**config.mk**
```make
export PLATFORM = sky130hd
export DESIGN_NAME = sample_expand
export DESIGN_NICKNAME = d
export VERILOG_FILES = /design/src/rtl/sample_expand.sv
export SDC_FILE = /design/constraint.sdc
export NUM_CORES = 1
export LEC_CHECK = 0
export BUFFER_PORTS_ARGS = -buffer_cell sky130_fd_sc_hd__clkbuf_2
export CORE_MARGIN = 2
export CORE_UTILIZATION = 59
export DETAILED_ROUTE_END_ITERATION = 7
export HOLD_SLACK_MARGIN = 0.05
export PLACE_DENSITY = 0.88
export SETUP_SLACK_MARGIN = 0.4
export SLEW_MARGIN = 25
export SYNTH_ARGS = -nofsm -noshare
export SYNTH_HDL_FRONTEND = slang
export SYNTH_SLANG_ARGS = --single-unit
```
**constraint.sdc**
```tcl
create_clock -name clk -period 4.4 [get_ports clk]
set_input_delay 0.88 -clock clk [delete_from_list [all_inputs] [get_ports clk]]
set_output_delay 0.88 -clock clk [all_outputs]
set_load 0.005 [all_outputs]
```
**src/rtl/sample_expand.sv**
```systemverilog
// Widens signed samples by a per-frame left-shift exponent, saturating to OUT_W.
// A single output register with valid/ready on both sides; frame_sat tracks clipping per frame.
module sample_expand #(
  parameter int IN_W      = 8,
  parameter int OUT_W     = 16,
  parameter int SHIFT_W   = 4,
  parameter int FRAME_LEN = 64
) (
  input  logic               clk,
  input  logic               rst_n,
  input  logic               s_valid,
  output logic               s_ready,
  input  logic [IN_W-1:0]    s_data,
  input  logic [SHIFT_W-1:0] s_shift,
  output logic               m_valid,
  input  logic               m_ready,
  output logic [OUT_W-1:0]   m_data,
  output logic               m_sat,
  output logic               m_last,
  output logic               frame_sat,
  output logic               dbg_state
);

  // Handshake: a beat moves on a rising edge where valid && ready on that side.
  // s_ready depends only on the output register and m_ready, never on s_valid.

  localparam int INT_W = IN_W + (2 ** SHIFT_W) - 1;
  localparam int CMP_W = ((INT_W > OUT_W) ? INT_W : OUT_W) + 1;
  localparam int CNT_W = $clog2(FRAME_LEN + 1);

  localparam logic signed [CMP_W-1:0] SAT_MAX =
    {{(CMP_W - OUT_W + 1){1'b0}}, {(OUT_W - 1){1'b1}}};
  localparam logic signed [CMP_W-1:0] SAT_MIN =
    {{(CMP_W - OUT_W + 1){1'b1}}, {(OUT_W - 1){1'b0}}};
  localparam logic [CNT_W-1:0] LAST_CNT = CNT_W'(FRAME_LEN - 1);

  typedef enum logic {IDLE = 1'b0, RUN = 1'b1} state_t;

  state_t               state_q;
  logic [CNT_W-1:0]     count_q;
  logic [SHIFT_W-1:0]   exp_q;
  logic                 m_valid_q;
  logic [OUT_W-1:0]     m_data_q;
  logic                 m_sat_q;
  logic                 m_last_q;
  logic                 frame_sat_q;

  logic                 in_xfer;
  logic [SHIFT_W-1:0]   shift_use;
  logic signed [CMP_W-1:0] ext;
  logic signed [CMP_W-1:0] shifted;
  logic                 sat_hi;
  logic                 sat_lo;
  logic [OUT_W-1:0]     data_d;
  logic                 sat_d;
  logic                 last_d;

  assign s_ready   = !m_valid_q || m_ready;
  assign in_xfer   = s_valid && s_ready;
  assign m_valid   = m_valid_q;
  assign m_data    = m_data_q;
  assign m_sat     = m_sat_q;
  assign m_last    = m_last_q;
  assign frame_sat = frame_sat_q;
  assign dbg_state = state_q;

  // The first sample of a frame uses the live exponent; later ones use the latched copy.
  // The comparison width leaves headroom so the shift never loses bits before clipping.
  always_comb begin
    shift_use = (state_q == IDLE) ? s_shift : exp_q;
    ext       = {{(CMP_W - IN_W){s_data[IN_W-1]}}, s_data};
    shifted   = ext << shift_use;
    sat_hi    = shifted > SAT_MAX;
    sat_lo    = shifted < SAT_MIN;
    sat_d     = sat_hi || sat_lo;
    if (sat_hi) begin
      data_d = SAT_MAX[OUT_W-1:0];
    end else if (sat_lo) begin
      data_d = SAT_MIN[OUT_W-1:0];
    end else begin
      data_d = shifted[OUT_W-1:0];
    end
    last_d = (state_q == RUN) && (count_q == LAST_CNT);
  end

  always_ff @(posedge clk) begin
    if (!rst_n) begin
      state_q     <= IDLE;
      count_q     <= '0;
      exp_q       <= '0;
      m_valid_q   <= 1'b0;
      m_data_q    <= '0;
      m_sat_q     <= 1'b0;
      m_last_q    <= 1'b0;
      frame_sat_q <= 1'b0;
    end else begin
      if (in_xfer) begin
        m_valid_q <= 1'b1;
        m_data_q  <= data_d;
        m_sat_q   <= sat_d;
        m_last_q  <= last_d;
        case (state_q)
          IDLE: begin
            exp_q       <= s_shift;
            count_q     <= CNT_W'(1);
            state_q     <= RUN;
            frame_sat_q <= sat_d;
          end
          RUN: begin
            frame_sat_q <= frame_sat_q || sat_d;
            if (last_d) begin
              count_q <= '0;
              state_q <= IDLE;
            end else begin
              count_q <= count_q + CNT_W'(1);
            end
          end
          default: state_q <= IDLE;
        endcase
      end else if (m_ready) begin
        m_valid_q <= 1'b0;
      end
    end
  end

endmodule

```
# ---- Word-level counts from Yosys, hierarchy flattened
# Index checks and enable logic that the tools add are counted.
dict set report totals {
  reg_bits 32
  latch_bits 0
  n_memories 0
  out_inout_bits 22
  rom_bits 0
  ramBits 0
}
dict set report op_classes {
  bitwise_logic 1
  n_reduce_logical 7
  shifts 1
  div_mod_pow 0
  mux 10
  order_cmp 2
  n_eq_ne 1
  add_sub_neg 1
  mul 0
}
# operator count
set ops {}
lappend ops {{two-way mux 16 bit} 2}
lappend ops {{greater-than comparator 24 x 16 -> 1 bit (second input constant)} 1}
lappend ops {{less-than comparator 24 x 16 -> 1 bit (second input constant)} 1}
lappend ops {{left shift 24 x 4 -> 24 bit} 1}
lappend ops {{one-hot mux 7 bit (2 select lines)} 1}
lappend ops {{adder 7 x 1 -> 7 bit (second input constant)} 1}
lappend ops {{equality test 7 x 6 -> 1 bit (second input constant)} 1}
lappend ops {{two-way mux 7 bit} 1}
lappend ops {{two-way mux 4 bit} 1}
lappend ops {{one-hot mux 1 bit (2 select lines)} 2}
lappend ops {{logical OR 1 bit} 3}
lappend ops {{two-way mux 1 bit} 3}
lappend ops {{logical AND 1 bit} 2}
lappend ops {{nonzero test 2 bit} 1}
lappend ops {{logical NOT 1 bit} 1}
lappend ops {{inverter 1 bit} 1}

# ---- Longest topological paths before layout
# Gate-level depths: netlist (run 1).
dict set report depth {
  word_depth 6
  mapped_depth 9
  mapped_depth_nobuf 7
}

# ---- Worst setup path after synthesis (run 1)
# Ideal clock, no wire load.
dict set report synth_path {
  kind {input to register}
  start {in s_shift[0]}
  end {reg m_data_q[13] (netlist: m_data[13])}
  setup_ns 0.096
  n_path_buf 1
  t_arrival_ns 2.823
  stages 8
  path_slack_ns 1.481
  path_cell_list {mux2_4 -> buf_6 -> mux2i_1 -> mux4_2 -> nor3b_2 -> nand3_2 -> and3_1 -> o41ai_2}
}
dict set report synth_via {
  elab_chain_cells 5
  elab_cells_between_ends 6
  classes_between {order compare (2); shift (1); mux (3)}
}
# element line_no
set synth_lines {}
lappend synth_lines {{start: declaration} 14} ;# input logic [SHIFT_W-1:0] s_shift,
lappend synth_lines {{two-way mux 4 bit (*)} n/a}
lappend synth_lines {{left shift 24 x 4 -> 24 bit (*)} 72} ;# shifted = ext << shift_use;
lappend synth_lines {{less-than comparator 24 x 16 -> 1 bit} 74} ;# sat_lo = shifted < SAT_MIN;
lappend synth_lines {{two-way mux 16 bit} 78} ;# end else if (sat_lo) begin
lappend synth_lines {{two-way mux 16 bit (*)} 76} ;# if (sat_hi) begin
lappend synth_lines {{end signal: assignment} 99} ;# m_data_q <= data_d;
lappend synth_lines {{end: declaration} 43} ;# logic [OUT_W-1:0] m_data_q;
# Mark *: on every way between the ends. The rest lies on a longest branch, timed or not.
# A chain may end at the register's enable or synchronous reset.

# ---- Final worst setup path (run 1)
dict set report layout_path {
  start {reg state_q (netlist: dbg_state)}
  end {reg frame_sat_q (netlist: frame_sat)}
}
dict set report layout_via {
  elab_chain_cells 6
  elab_cells_between_ends 8
  classes_between {order compare (2); shift (1); mux (2); bitwise (1); reduce/logical (2)}
}
# element line_no
set layout_lines {}
lappend layout_lines {{start: declaration} 39} ;# state_t state_q;
lappend layout_lines {{start signal: assignment} 88} ;# state_q <= IDLE;
lappend layout_lines {{start signal: assignment} 106} ;# state_q <= RUN;
lappend layout_lines {{start signal: assignment} 113} ;# state_q <= IDLE;
lappend layout_lines {{two-way mux 4 bit} n/a}
lappend layout_lines {{left shift 24 x 4 -> 24 bit} 72}
lappend layout_lines {{greater-than comparator 24 x 16 -> 1 bit / less-than comparator 24 x 16 -> 1 bit (equally long branches)} {73, 74}}
lappend layout_lines {{logical OR 1 bit} 75} ;# sat_d = sat_hi || sat_lo;
lappend layout_lines {{logical OR 1 bit} 110} ;# frame_sat_q <= frame_sat_q || sat_d;
lappend layout_lines {{one-hot mux 1 bit (2 select lines) (*)} 102} ;# case (state_q)
lappend layout_lines {{end signal: assignment} 107} ;# frame_sat_q <= sat_d;
lappend layout_lines {{end signal: assignment} 110}
lappend layout_lines {{end: declaration} 46} ;# logic frame_sat_q;
# Marked as above.

==> key figures, run 1 <==
Outcome
  • Status: complete, no violations

Drt
  • Vias per cell: 6.23
  • DRC violations left: 0
  • Drt wl/cell: 14.6 um
  • Drt pass-1 iters: 5
  • Post-Route WL: 4440 um
  • Via count: 1,895
  • 1st-iter DRT viols: 169
  • ANT nets after route: 0

Global route
  • GRT overflow: 0
  • GRT Util Overall: 23.8%
  • Largest net degree at the start of global routing: 34
  • Vias in the first global route: 1,645
  • Global-route wire length before repair: 7490 um
  • Initial antenna violation count: 0

Synth
  • Primary FF master, synth: dfxtp_1
  • Post-synthesis sequential area ratio: 31.9%
  • Async SR Flop Fraction: 0%
  • Register bit count reported by yosys: 32
  • Synth cell count leaders: dfxtp_1, nand2_1, nand3_1
  • Yosys top cell by area: dfxtp_1
  • Synth top area cells: dfxtp_1, o221a_1, mux2i_1
  • Post-synth top area share: 31.9%
  • Synth Warn #: 0
  • Most common cell in the netlist: dfxtp_1
  • Post-synth EDFFs: 0
  • Syn nets: 244
  • Synth Area per Inst: 8.84 um^2
  • Yosys cell types: 49
  • Mapped Cells: 227
  • Post-Syn Area: 0.00201 mm^2

Floorplanning
  • Top Ports: 38
  • Rows: 21
  • Die area: 0.00388 mm^2
  • Die height: 62.3 um
  • Starting Density: 60.6%
  • Core area: 0.00331 mm^2
  • Die width: 62.3 um

Hold path
  • Worst hold-check path type: register to register
  • Hold Path Stages: 2
  • Hold_sp: count_q[6]$_SDFFE_PN0P_
  • Min-Delay Endpoint: count_q[6]$_SDFFE_PN0P_

Clock network
  • H-tree Lvls: 2
  • Root buf cell: clkbuf_4
  • Clock buffer depth: 2
  • Postcts setup bufs: 0
  • Clock Latency Late Sink: 350 ps
  • Clk sinks: 32
  • CTS buffer count: 5
  • CTS clock-pin slew for the worst setup and hold paths: 90 ps
  • Post_cts resized: 0
  • CTS tree: yes
  • Hold-fix buffers, CTS: 0

STA
  • Peak Freq: 0.321 GHz
  • Slew @ Worst Pin: 918 ps
  • RSZ-0062 raised after global routing: no
  • Final period utilization: 70.7%
  • Period minus WS final: 3110 ps
  • Slew Viols, Final: 0
  • Hold violation total from the final report: 0
  • Setup violations, final: 0
  • Fin Setup TNS: 0 ps
  • Slew HR: 37.0%
  • Worst clock skew: 13.3 ps

Power
  • Psw: 0.225 mW
  • Combinational power share: 27.3%
  • Leak: 0.957 nW
  • Sw Share: 32.4%
  • Pwr Density: 309 mW/mm^2
  • Overall power: 0.693 mW
  • Clk pwr share: 25.7%
  • Worst IR Drop VDD: 0.000189 V
  • Sequential share of power: 47.0%
  • Internal power consumption: 0.469 mW

Flow run
  • Max-cap violations: 0

Final layout
  • # nets final: 274
  • Synth-to-layout area growth: 12.0%
  • Fill cells: 287
  • Ant. Diodes: 0
  • Layout cell share with drive strength beyond 1: 22.9%
  • Finished Layout Cells: 304

Placement
  • Hpwl dp: 3180 um
  • GPL Wtd Cong: 0.981
  • PortBufs: 37
  • Dpl cells: 296

Setup path
  • Startpoint Class: register
  • Crit end category: register
  • Worst setup path category: register to register
  • R2R Setup Slk: 1290 ps
  • Worst Path Max Fanout: 19
  • Reg-to-Reg End: frame_sat$_SDFFE_PN0P_
  • R2r worst-path depth: 7
  • CP required: 4600 ps
  • Arrival time of the worst setup path: 3310 ps
  • FF-to-FF Start: dbg_state$_SDFFE_PN0P_
-- stage by stage --
stage	util (%)	cell area [um^2]	setup WS, ps	hold WS [ps]
finish	67.9	2250	1290	445
global route	67.9	2250	1120	471
CTS	67.9	2250	1290	449
detailed placement	66.1	2190	1240	436
global placement	66.1	2190	1280	434
floorplan	-	2010	1480	423
-- layout make-up --
cell class	count	area [um^2]	area share, %
multi-input combinational	174	1270	56.6
sequential	32	641	28.5
timing repair buffer	39	200	8.91
clock buffer	8	58.8	2.62
tap	46	57.6	2.56
inverter	5	18.8	0.835
-- layer usage --
| layer | part of all wire (%) | vias up | routed length, um | track usage (%) |
|---|---|---|---|---|
| met4 | 1.6 | 0 | 71 | 10.0 |
| met5 | 0 | - | 0 | 0 |
| met1 | 46 | 868 | 2040 | 32.6 |
| met2 | 44 | 94 | 1950 | 35.9 |
| met3 | 8.4 | 6 | 373 | 5.80 |
| li1 | - | 927 | - | - |
-- critical path, stage by stage (launching register included) --
cell	delay, ps
dfxtp_1	800
mux2_4	400
mux4_1	640
mux2i_1	210
nand2_1	130
or4b_4	540
mux2i_4	160
o31ai_1	80
-- worst max-delay path by stage --
stage                                start                       to  slack (ps)  cells past startpoint
CTS                 dbg_state$_SDFFE_PN0P_   frame_sat$_SDFFE_PN0P_        1290                      7
detailed placement              s_shift[0]   frame_sat$_SDFFE_PN0P_        1240                      8
finish              dbg_state$_SDFFE_PN0P_   frame_sat$_SDFFE_PN0P_        1290                      7
floorplan                       s_shift[0]  m_data[13]$_SDFFE_PN0P_        1480                      8
global placement                s_shift[0]       m_sat$_SDFFE_PN0P_        1280                      8
global route        dbg_state$_SDFFE_PN0P_   frame_sat$_SDFFE_PN0P_        1120                      7
-- cells by family after synthesis --
logic type / count (synthesis) / synth area share (%)
adders and majority gates: 1 / 0.624
buffers and inverters: 21 / 4.68
DFF: 32 / 31.9
muxes: 19 / 13.2
AOI/OAI and AO/OA: 75 / 28.7
and+or+nand+nor: 79 / 20.8
-- power groups by stage --
stage / clock, mW / combinational (mW) / sequential, mW
detailed placement: 0 / 0.186 / 0.333
floorplan: 0 / 0.139 / 0.329
finish: 0.178 / 0.189 / 0.326
global placement: 0 / 0.184 / 0.332
global route: 0.194 / 0.207 / 0.329
CTS: 0.183 / 0.187 / 0.326
-- cells in the final DEF, fill, tap and decap left out, types with 3 or more instances in the layout --
cell type and n:
clkbuf_4 5, a21boi_0 4, mux2i_1 10, a211oi_1 3, dfxtp_1 32, a21oi_1 15, nor2b_1 5, nor3_1 7
o221a_1 9, nand3_1 18, o211ai_1 3, a311o_1 3, mux4_2 3, clkbuf_2 37, nand2_1 22, nor2_1 11
o211a_1 5, a21o_1 3, inv_1 5, and3_1 6, o21ai_0 12
-- registers in the layout, indices dropped and copies added (netlist names) --
| name | flops |
|---|---|
| dbg_state | 1 |
| frame_sat | 1 |
| m_last | 1 |
| exp_q | 4 |
| m_valid | 1 |
| count_q | 7 |
| m_data | 16 |
| m_sat | 1 |
No activity file was read; power rests on OpenSTA's default activity.
==> run 2: changes to the inputs <==
Settings changed: ABC_AREA from default to 1, CORE_UTILIZATION 59 to 49, PLACE_DENSITY 0.88 to 0.79.
Clock period 4.4 ns to 2.5 ns, I/O delays scaled along.
==> run 2 against run 1 <==
First-iteration DRC count decreased by 28%. Non-clock buffer count rose by 5. Routed wire length grew 3.1%. Fmax grew 60%. Utilization is 6.6 points lower. Setup slack got worse by 740 ps. Flip-flop and latch count unchanged. Global-route usage shrank 1.6 points. Combinational power up 90%. Register-to-register slack got worse by 740 ps.
==> key figures, run 2 <==
Drt
  • Drt pass-1 iters: 4 (was 5)
  • 1st-iter DRT viols: 121 (was 169)
  • Via count: 2,028 (was 1,895)
  • Vias per cell: 5.34 (was 6.23)
  • ANT nets after route: 0 (unchanged)
  • Post-Route WL: 4580 um (was 4440 um)
  • DRC violations left: 0 (unchanged)
  • Drt wl/cell: 12.0 um (was 14.6 um)

Global route
  • Largest net degree at the start of global routing: 28 (was 34)
  • Initial antenna violation count: 0 (unchanged)
  • Vias in the first global route: 1,801 (was 1,645)
  • GRT Util Overall: 22.2% (was 23.8%)
  • GRT overflow: 0 (unchanged)
  • Global-route wire length before repair: 7450 um (was 7490 um)

Final layout
  • Commonest non-fill, non-tap cell in the layout: nand2_1 (was clkbuf_2)
  • Layout Cell Area excl Fill: 0.00223 mm^2 (was 0.00225 mm^2)
  • Ant. Diodes: 0 (unchanged)
  • Finished Layout Cells: 380 (was 304)
  • Most frequent cells in the layout: nand2_1, nand3_1, clkbuf_2 (was clkbuf_2, dfxtp_1, nand2_1)
  • # nets final: 349 (was 274)
  • Synth-to-layout area growth: 21.4% (was 12.0%)
  • Final core utilization: 61.3% (was 67.9%)
  • Fill cells: 360 (was 287)
  • Layout cell share with drive strength beyond 1: 21.7% (was 22.9%)
  • Max reg flops: 16 (unchanged)

Hold path
  • Worst hold-check path type: register to register (unchanged)
  • Hold Path Stages: 2 (unchanged)

Setup path
  • CP required: 2640 ps (was 4600 ps)
  • R2r worst-path depth: 11 (was 7)
  • Worst setup path category: register to register (unchanged)
  • R2R Setup Slk: 550 ps (was 1290 ps)
  • Startpoint Class: register (unchanged)
  • Arrival time of the worst setup path: 2090 ps (was 3310 ps)
  • Worst Path Max Fanout: 9 (was 19)
  • Crit end category: register (unchanged)

STA
  • Fin Setup TNS: 0 ps (unchanged)
  • Worst clock skew: 8.96 ps (was 13.3 ps)
  • Slew @ Worst Pin: 634 ps (was 918 ps)
  • Hold violation total from the final report: 0 (unchanged)
  • Setup violations, final: 0 (unchanged)
  • Worst setup margin: 552 ps (was 1290 ps)
  • Peak Freq: 0.513 GHz (was 0.321 GHz)
  • Period minus WS final: 1950 ps (was 3110 ps)
  • Slew Viols, Final: 0 (unchanged)
  • RSZ-0062 raised after global routing: no (unchanged)
  • Final period utilization: 77.9% (was 70.7%)
  • Hold slack: 465 ps (was 445 ps)
  • Slew HR: 57.7% (was 37.0%)

Synth
  • Post-Syn Area: 0.00183 mm^2 (was 0.00201 mm^2)
  • Post-synth top area share: 34.9% (was 31.9%)
  • Mapped Cells: 293 (was 227)
  • Synth Warn #: 0 (unchanged)
  • Primary FF master, synth: dfxtp_1 (unchanged)
  • Yosys cell types: 22 (was 49)
  • Most common cell in the netlist: nand2_1 (was dfxtp_1)
  • Yosys top cell by area: dfxtp_1 (unchanged)
  • Synth cell count leaders: nand2_1, nand3_1, a21oi_1, dfxtp_1, o21ai_0 (was dfxtp_1, nand2_1, nand3_1)
  • Syn nets: 310 (was 244)
  • Synth Area per Inst: 6.26 um^2 (was 8.84 um^2)
  • Post-synthesis sequential area ratio: 34.9% (was 31.9%)
  • Register bit count reported by yosys: 32 (unchanged)
  • Synth top area cells: dfxtp_1, nand2_1, nand3_1 (was dfxtp_1, o221a_1, mux2i_1)
  • Async SR Flop Fraction: 0% (unchanged)
  • Post-synth EDFFs: 0 (unchanged)

Clock network
  • Clk sinks: 32 (unchanged)
  • H-tree Lvls: 2 (unchanged)
  • CTS buffer count: 5 (unchanged)
  • CTS clock-pin slew for the worst setup and hold paths: 60 ps (was 90 ps)
  • Hold-fix buffers, CTS: 0 (unchanged)
  • Clock Latency Late Sink: 290 ps (was 350 ps)
  • CTS tree: yes (unchanged)
  • Clock buffer depth: 2 (unchanged)
  • Root buf cell: clkbuf_8 (was clkbuf_4)

Power
  • Worst IR Drop VDD: 0.000344 V (was 0.000189 V)
  • Leak: 1.05 nW (was 0.957 nW)
  • Overall power: 1.30 mW (was 0.693 mW)
  • Pwr Density: 582 mW/mm^2 (was 309 mW/mm^2)

Placement
  • Placed cell areas: 0.00205 mm^2 (was 0.00219 mm^2)
  • Worst slack at placement: 317 ps (was 1240 ps)
  • PortBufs: 37 (unchanged)
  • GPL Wtd Cong: 0.891 (was 0.981)
  • Hpwl dp: 3270 um (was 3180 um)
  • Dpl cells: 370 (was 296)

Floorplanning
  • Starting Density: 50.4% (was 60.6%)
  • Die width: 65.2 um (was 62.3 um)
  • Die area: 0.00425 mm^2 (was 0.00388 mm^2)
  • Core area: 0.00363 mm^2 (was 0.00331 mm^2)
  • Die height: 65.2 um (was 62.3 um)
  • Top Ports: 38 (unchanged)
  • Rows: 22 (was 21)

Flow run
  • Max-cap violations: 0 (unchanged)

Outcome
  • Status: complete, no violations (unchanged)
==> run 2: cell types whose count changed after synthesis, moves of 6 or more <==
cell      previous run  this run
a21oi_1             15        32
and3_1               6         0
clkbuf_1            12         6
inv_1                5        17
mux2i_1             10         0
nand2_1             22        95
nand3_1             18        55
nor3_1               7         0
o21ai_0             12        19
o221a_1              9         0
==> run 2: timing repair <==
action                                  CTS  global route
endpoints found under the setup margin    8            16
hold endpoints to repair                  0             0
resized for setup                         1            16
setup buffers                             0             2
pin swaps                                 0             3
gates cloned                              0             1
==> run 2: cell type report <==
class | count | area (um^2) | share of cell area, %
Timing Repair Buffer | 44 | 250 | 11.2
Clock buffer | 6 | 72.6 | 3.26
Sequential cell | 32 | 644 | 28.9
Tap cell | 48 | 60.1 | 2.70
Multi-Input combinational cell | 230 | 1120 | 50.4
Clock inverter | 1 | 5.00 | 0.225
Inverter | 19 | 71.3 | 3.20
==> run 2: path summary, 6_finish.rpt <==
kind | startpoint | to
setup / recovery | dbg_state$_SDFFE_PN0P_ | m_data[10]$_SDFFE_PN0P_
hold / removal | m_data[2]$_SDFFE_PN0P_ | m_data[2]$_SDFFE_PN0P_
setup reg to reg | dbg_state$_SDFFE_PN0P_ | m_data[10]$_SDFFE_PN0P_
hold reg to reg | m_data[2]$_SDFFE_PN0P_ | m_data[2]$_SDFFE_PN0P_
==> run 2: cells by family after synthesis <==
logic type,synth area share (%)
compound gates,17.1
xor+xnor,0.478
fa+ha+maj,0.682
buf+inv,7.71
flops,34.9
simple gates,39.0
==> run 2: worst max-delay path, stage by stage, from the launching register on <==
cell	delay, ps
dfxtp_4	370
buf_12	130
o21ai_4	260
nand3_1	200
nand3_2	130
nand3_1	100
nor2_2	110
nand3_2	150
nand2_2	160
nand2_1	60
nand3_1	70
a21oi_1	60
==> run 2: power by group <==
| group | switching (mW) | internal [mW] |
|---|---|---|
| Sequential | 0.0215 | 0.545 |
| Combinational | 0.227 | 0.132 |
| Clock | 0.182 | 0.189 |
| Total | 0.431 | 0.866 |
==> run 2: per-layer routing <==
layer	routed length (um)	global-route usage (%)	vias up
met5	0	0	-
met2	2260	39.8	39
met3	167	5.82	6
met4	44	5.47	0
li1	-	-	1057
met1	2100	26.2	926
